===== config.mk =====
export PLATFORM = sky130hd
export DESIGN_NAME = operand_hazard_unit
export DESIGN_NICKNAME = d
export VERILOG_FILES = /design/src/rtl/operand_hazard_unit.sv
export SDC_FILE = /design/constraint.sdc
export NUM_CORES = 1
export LEC_CHECK = 0
export BUFFER_PORTS_ARGS = -buffer_cell sky130_fd_sc_hd__buf_2
export CORE_AREA = 2 2 93 95
export DETAILED_ROUTE_END_ITERATION = 12
export DIE_AREA = 0 0 95 97
export HOLD_SLACK_MARGIN = 0.05
export PLACE_DENSITY = 0.78
export SLEW_MARGIN = 20
export SYNTH_ARGS = -nofsm -noshare
export SYNTH_HDL_FRONTEND = slang
export SYNTH_SLANG_ARGS = --single-unit

===== constraint.sdc =====
create_clock -name clk -period 2.7 [get_ports clk]
set_input_delay 0.27 -clock clk [delete_from_list [all_inputs] [get_ports clk]]
set_output_delay 0.27 -clock clk [all_outputs]
set_load 0.02 [all_outputs]

===== src/rtl/operand_hazard_unit.sv =====
// Operand fetch for the 5-stage pipeline: register-file addressing, EX/MEM forwarding
// and load-use stall detection against an internal shadow of the EX and MEM stages.
module operand_hazard_unit #(
    parameter int ADDR_WIDTH = 5,
    parameter int DATA_WIDTH = 32
) (
    input  logic                  clk,
    input  logic                  rstn,
    input  logic                  id_valid,
    input  logic [ADDR_WIDTH-1:0] id_rs1,
    input  logic [ADDR_WIDTH-1:0] id_rs2,
    input  logic                  id_rs1_used,
    input  logic                  id_rs2_used,
    input  logic [ADDR_WIDTH-1:0] id_rd,
    input  logic                  id_we,
    input  logic                  id_is_load,
    input  logic                  flush,
    output logic                  id_ready,
    output logic [ADDR_WIDTH-1:0] rf_ra0,
    output logic [ADDR_WIDTH-1:0] rf_ra1,
    input  logic [DATA_WIDTH-1:0] rf_rd0,
    input  logic [DATA_WIDTH-1:0] rf_rd1,
    input  logic [DATA_WIDTH-1:0] ex_result,
    input  logic [DATA_WIDTH-1:0] mem_result,
    output logic [DATA_WIDTH-1:0] op_a,
    output logic [DATA_WIDTH-1:0] op_b,
    output logic                  op_valid,
    output logic [15:0]           stall_cnt
);

    logic                  ex_valid, ex_we, ex_load;
    logic [ADDR_WIDTH-1:0] ex_rd;
    logic                  mem_valid, mem_we, mem_load;
    logic [ADDR_WIDTH-1:0] mem_rd;

    logic ex_wr_rs1, ex_wr_rs2, mem_wr_rs1, mem_wr_rs2;
    logic hazard;

    assign rf_ra0 = id_rs1;
    assign rf_ra1 = id_rs2;

    // x0 is never forwarded, so a zero source never matches a slot
    assign ex_wr_rs1  = ex_valid  & ex_we  & (ex_rd  == id_rs1) & (id_rs1 != '0);
    assign ex_wr_rs2  = ex_valid  & ex_we  & (ex_rd  == id_rs2) & (id_rs2 != '0);
    assign mem_wr_rs1 = mem_valid & mem_we & (mem_rd == id_rs1) & (id_rs1 != '0);
    assign mem_wr_rs2 = mem_valid & mem_we & (mem_rd == id_rs2) & (id_rs2 != '0);

    assign hazard   = id_valid & ex_load &
                      ((id_rs1_used & ex_wr_rs1) | (id_rs2_used & ex_wr_rs2));
    assign id_ready = !hazard && !flush;
    assign op_valid = id_valid && id_ready;

    always_comb begin
        op_a = rf_rd0;
        if (ex_wr_rs1 && !ex_load)
            op_a = ex_result;
        else if (mem_wr_rs1)
            op_a = mem_result;

        op_b = rf_rd1;
        if (ex_wr_rs2 && !ex_load)
            op_b = ex_result;
        else if (mem_wr_rs2)
            op_b = mem_result;
    end

    always_ff @(posedge clk or negedge rstn) begin
        if (!rstn) begin
            ex_valid  <= 1'b0;
            ex_rd     <= '0;
            ex_we     <= 1'b0;
            ex_load   <= 1'b0;
            mem_valid <= 1'b0;
            mem_rd    <= '0;
            mem_we    <= 1'b0;
            mem_load  <= 1'b0;
            stall_cnt <= '0;
        end else begin
            mem_valid <= ex_valid;
            mem_rd    <= ex_rd;
            mem_we    <= ex_we;
            mem_load  <= ex_load;
            if (op_valid) begin
                ex_valid <= 1'b1;
                ex_rd    <= id_rd;
                ex_we    <= id_we;
                ex_load  <= id_is_load;
            end else begin
                ex_valid <= 1'b0;
                ex_rd    <= '0;
                ex_we    <= 1'b0;
                ex_load  <= 1'b0;
            end
            if (hazard && !flush && stall_cnt != 16'hFFFF)
                stall_cnt <= stall_cnt + 16'd1;
        end
    end

endmodule


* Word level (Yosys, flattened, before mapping)
Index checks and enable logic that the tools add are counted.
** Cells by class
- Shifts and indexed selects :: 0
- Add/subtract/negate cells :: 1
- Reductions and logical operators :: 11
- Divide/modulo/power cells :: 0
- Multiply operators :: 0
- Bitwise logic cells :: 15
- Muxes and demuxes :: 8
- Eq/ne operators :: 5
- $lt $le $gt $ge :: 0
** Operators by type and width (number)
- 32-bit two-way mux :: 4
- 5-bit equality test :: 4
- 16-bit by 1-bit adder with 16-bit output, second input constant :: 1
- 16-bit inequality test, second input constant :: 1
- 1-bit bitwise AND :: 14
- 5-bit nonzero test :: 2
- 1-bit logical AND :: 6
- 5-bit two-way mux :: 1
- 1-bit zero test :: 3
- 1-bit two-way mux :: 3
- 1-bit OR :: 1
** Storage, ports and cells
- Bits in registers :: 31
- Output and inout bits :: 92
- Bits in writable memories :: 0
- Memories kept :: 0
- Latch bits :: 0
- Memory bits (read-only) :: 0

* Depth between registers and ports, before layout
- Word-level depth :: 10
- Mapped depth :: 7
- Mapped depth without buffers :: 6

* Worst setup path before layout
No wires, ideal clock.
- Kind :: register -> output
- Start point :: register ex_rd[1]
- End point :: output op_a[11]
- Data required time :: 2.430 ns
- Stages on the path, launching flop included :: 7
- Arrival :: 2.008 ns
- Slack :: 0.422 ns
- Path through :: dfrtp_1 xnor2_1 o211ai_2 or4_2 buf_2 buf_1 a21oi_1
** On the way
- Word-level cells in the longest chain between the ends :: 5
** RTL lines
- start, declared :: RTL line 32 : logic [ADDR_WIDTH-1:0] ex_rd;
- start signal, assigned :: RTL line 85 : ex_rd <= id_rd;
- 5-bit equality test :: RTL line 43 : assign ex_wr_rs1 = ex_valid & ex_we & (ex_rd == id_rs1) & (id_rs1 != '0);
- 1-bit bitwise AND (2 in series) :: RTL line 43
- 1-bit logical AND :: RTL line 55 : if (ex_wr_rs1 && !ex_load)
- 32-bit two-way mux :: RTL line 55
- end, declared :: RTL line 25 : output logic [DATA_WIDTH-1:0] op_a,
No other way between the ends.

* Worst setup path after layout
- Start point :: register ex_rd[1]
- End point :: output op_a[5]
Same word-level chain as after synthesis.

==> flow_summary.toml <==
[run_status]
status = "completed"

[route]
drtIter0Drc = 142
ant_nets = 0
drt_pass1_iterations = 5
drc = 0
viasPerCell = 5.353
vias = 3779
post_drt_wl_per_cell_um = 17.10
wl_mm = 12.08

[synth]
netlist_area_mm2 = 0.003128
syn_area_per_cell_um2 = 8.319
synth.distinct_cells = 41
synth-edff-count = 0
synth_fp_nets = 528
yosysSeqAreaShare = 0.2480
synth-xor-area-share = 0.08640
synthSimpleGateAreaFrac = 0.1952
synth_async_sr_flop_share = 1.000
synthMuxAreaShare = 0.2192
yosysWarnings = 0
synth_compound_area_frac = 0.1744
synth_fa_ha_area_frac = 0.004000
synth_seq_cells = 31
synthCells = 376
synth_top_family_by_area = "multiplexers"
synthFlopType = "dfrtp_1"

[final_layout]
diodes = 0
fin_nets = 752
fillers = 803
utilization = 0.5535
drive_gt1_frac = 0.4626
regArea_um2 = 775.7
area_growth_syn_to_layout_pct = 43.92
multiInputGateArea_mm2 = 0.002141

[place]
gp_congestion = 1.027
numPortBuffers = 242
place_hpwl_mm = 9.869

[cts]
cts_buffers = 5
clock_latency_ps = 290
cts-root-buf = "clkbuf_8"
numClockSinks = 31
cts_buffer_depth = 2
tritoncts = "yes"
cts.htree.levels = 2
cts_setup_buffers = 0
path_clk_slew_ps = 70

[worst_setup_path]
critPathArrivalTime_ps = 2310
cp.required_ps = 2430
cpPeakStageDelay_ps = 680
endpoint_kind = "output port"
crit_slowest_cell = "or4_2"
critPathKind = "reg -> out"
cp_max_fo = 22
path_cells = "xnor2_2, o211ai_2, or4_2, buf_6, a21oi_1, buf_2"
start_kind = "flip-flop"

[power]
p_switching_w = 0.0004139
p_leak_nw = 2.203
total_power_w = 0.001362
p_comb_frac = 0.294
irDropWorstVdd_mv = 0.3043
p_clk_frac = 0.352
pwr-share-seq = 0.354
powerDensity_mw_per_mm2 = 302.6
internal_power_w = 0.0009482
swShare = 0.3039

[run]
maxCapViolCount = 0

[floorplanning]
core_mm2 = 0.008134
initial_utilization = 0.3846
rows = 33
die-width_um = 95
design.die.area_mm2 = 0.009215
io_pins = 243
die_h_um = 97

[sta]
finClkSkew_ps = 7.526
period_minus_slack_ps = 2580
finalSetupViolCount = 0
tns_ps = 0
rsz0062_at_grt = "no"
finalMaxSlewViolations = 0
period_share = 0.9555
timing.fmax_mhz = 387.6
slew_headroom = 0.5390
hold_ws_ps = 233.2
worst_slew_pin_slew_ps = 691.6
hold_viol_final = 0

[grt]
grt_max_degree = 65
grt_overflow_total = 0
grt_pass1_wl_mm = 17.73
grt.total_usage = 0.2442
antenna_found_initial = 1
grt_pass1_vias = 3417

[hold_path]
hold_path.class = "in -> reg"
## final cells by class
cell class | count | share of cell area
clock buffers | 6 | 0.01834
clock inverters | 2 | 0.007782
flip-flops and latches | 31 | 0.1723
inverters | 3 | 0.002501
repair buffers | 252 | 0.2943
well taps | 105 | 0.02918
multi-input cells | 307 | 0.4755
## cell usage after synthesis, drive strengths merged (7+ instances only)
master | count | area, um2
mux2i | 64 | 640.6
xnor2 | 11 | 103.9
xor2 | 19 | 166.4
a21oi | 67 | 339.1
nand3 | 9 | 45.04
nor2 | 70 | 262.8
a2111oi | 10 | 142.6
nand2 | 14 | 52.55
buf | 26 | 182.7
nor3b | 7 | 52.55
dfrtp | 31 | 775.7
clkbuf | 9 | 33.78
## flip-flops by register name (all words and copies together), names as in the netlist
signal     cells
stall_cnt     16
ex_load        1
ex_we          1
mem_valid      1
mem_we         1
ex_rd          5
mem_rd         5
ex_valid       1
## logic make-up (layout without fill, tap and decap cells)
kind of cell / count (synthesis) / count (layout)
AO/OA/AOI/OAI: 84 / 84
AND/OR/NAND/NOR: 124 / 124
multiplexers: 68 / 68
XOR/XNOR: 30 / 30
buffers and inverters: 38 / 263
adder cells (fa/ha/maj): 1 / 1
flip-flops: 31 / 31
## power by group through the flow
| stage | Sequential (W) | Clock (W) | Combinational [W] |
|---|---|---|---|
| finish | 0.000482 | 0.000479 | 0.000401 |
| global placement | 0.000490 | 0 | 0.000391 |
| global route | 0.000483 | 0.000510 | 0.000433 |
| floorplan | 0.000489 | 0 | 0.000189 |
| detailed placement | 0.000491 | 0 | 0.000398 |
| CTS | 0.000482 | 0.000490 | 0.000400 |
## final timing paths
path                       startpoint            end  slack (ps)  cells past startpoint
max                          ex_rd[1]        op_a[5]         120                      6
min                          id_rd[2]       ex_rd[2]         230                      2
max reg2reg                  ex_rd[1]  stall_cnt[14]         400                      6
min reg2reg                     ex_we         mem_we         430                      0
max in group asynchronous        rstn      mem_rd[3]        1680                      2
min in group asynchronous        rstn   stall_cnt[7]         570                      2
## worst max-delay path, delay by kind of cell (launching register included)
kind / cells / cell delay (ps)
and+or+nand+nor: 1 / 680
buffers and inverters: 2 / 410
xor gates and xnor gates: 1 / 190
AOI/OAI and AO/OA: 2 / 290
DFF: 1 / 430
## per-layer routing
layer / vias up / wire length, um / track usage
li1: 1792 / - / -
met4: 2 / 269 / 0.06912
met5: - / 13 / 0
met3: 34 / 1186 / 0.05685
met1: 1765 / 4703 / 0.2994
met2: 186 / 5903 / 0.4217
## through the flow
step,cells,worst slack (ps),cell area (um2)
6_report,706,120.2,4502
5_1_grt,706,1.315,4502
4_1_cts,706,69.89,4476
3_5_place_dp,697,359.8,4348
3_3_place_gp,697,328.0,4348
2_1_floorplan,376,421.7,3128
## cells in the final DEF (no fill, tap or decap), types with 3 or more instances in the layout
| cell | count |
|---|---|
| buf_4 | 5 |
| inv_1 | 3 |
| and3_1 | 3 |
| nand3_1 | 9 |
| nor3b_1 | 7 |
| dfrtp_1 | 31 |
| mux2_2 | 3 |
| nand4_1 | 5 |
| nor2_1 | 70 |
| a2111oi_2 | 5 |
| mux2i_1 | 64 |
| buf_2 | 242 |
| xnor2_1 | 9 |
| a2111oi_1 | 4 |
| a21oi_1 | 66 |
| xor2_1 | 19 |
| clkbuf_8 | 6 |
| a211oi_1 | 3 |
| and4_1 | 3 |
| nand2_1 | 14 |
## repair_timing
item,CTS,global route
resized for setup,0,5
hold endpoints to repair,31,0
endpoints found under the setup margin,0,22
hold buffers,1,0
Note: power is estimated with default switching activity, not from simulation.
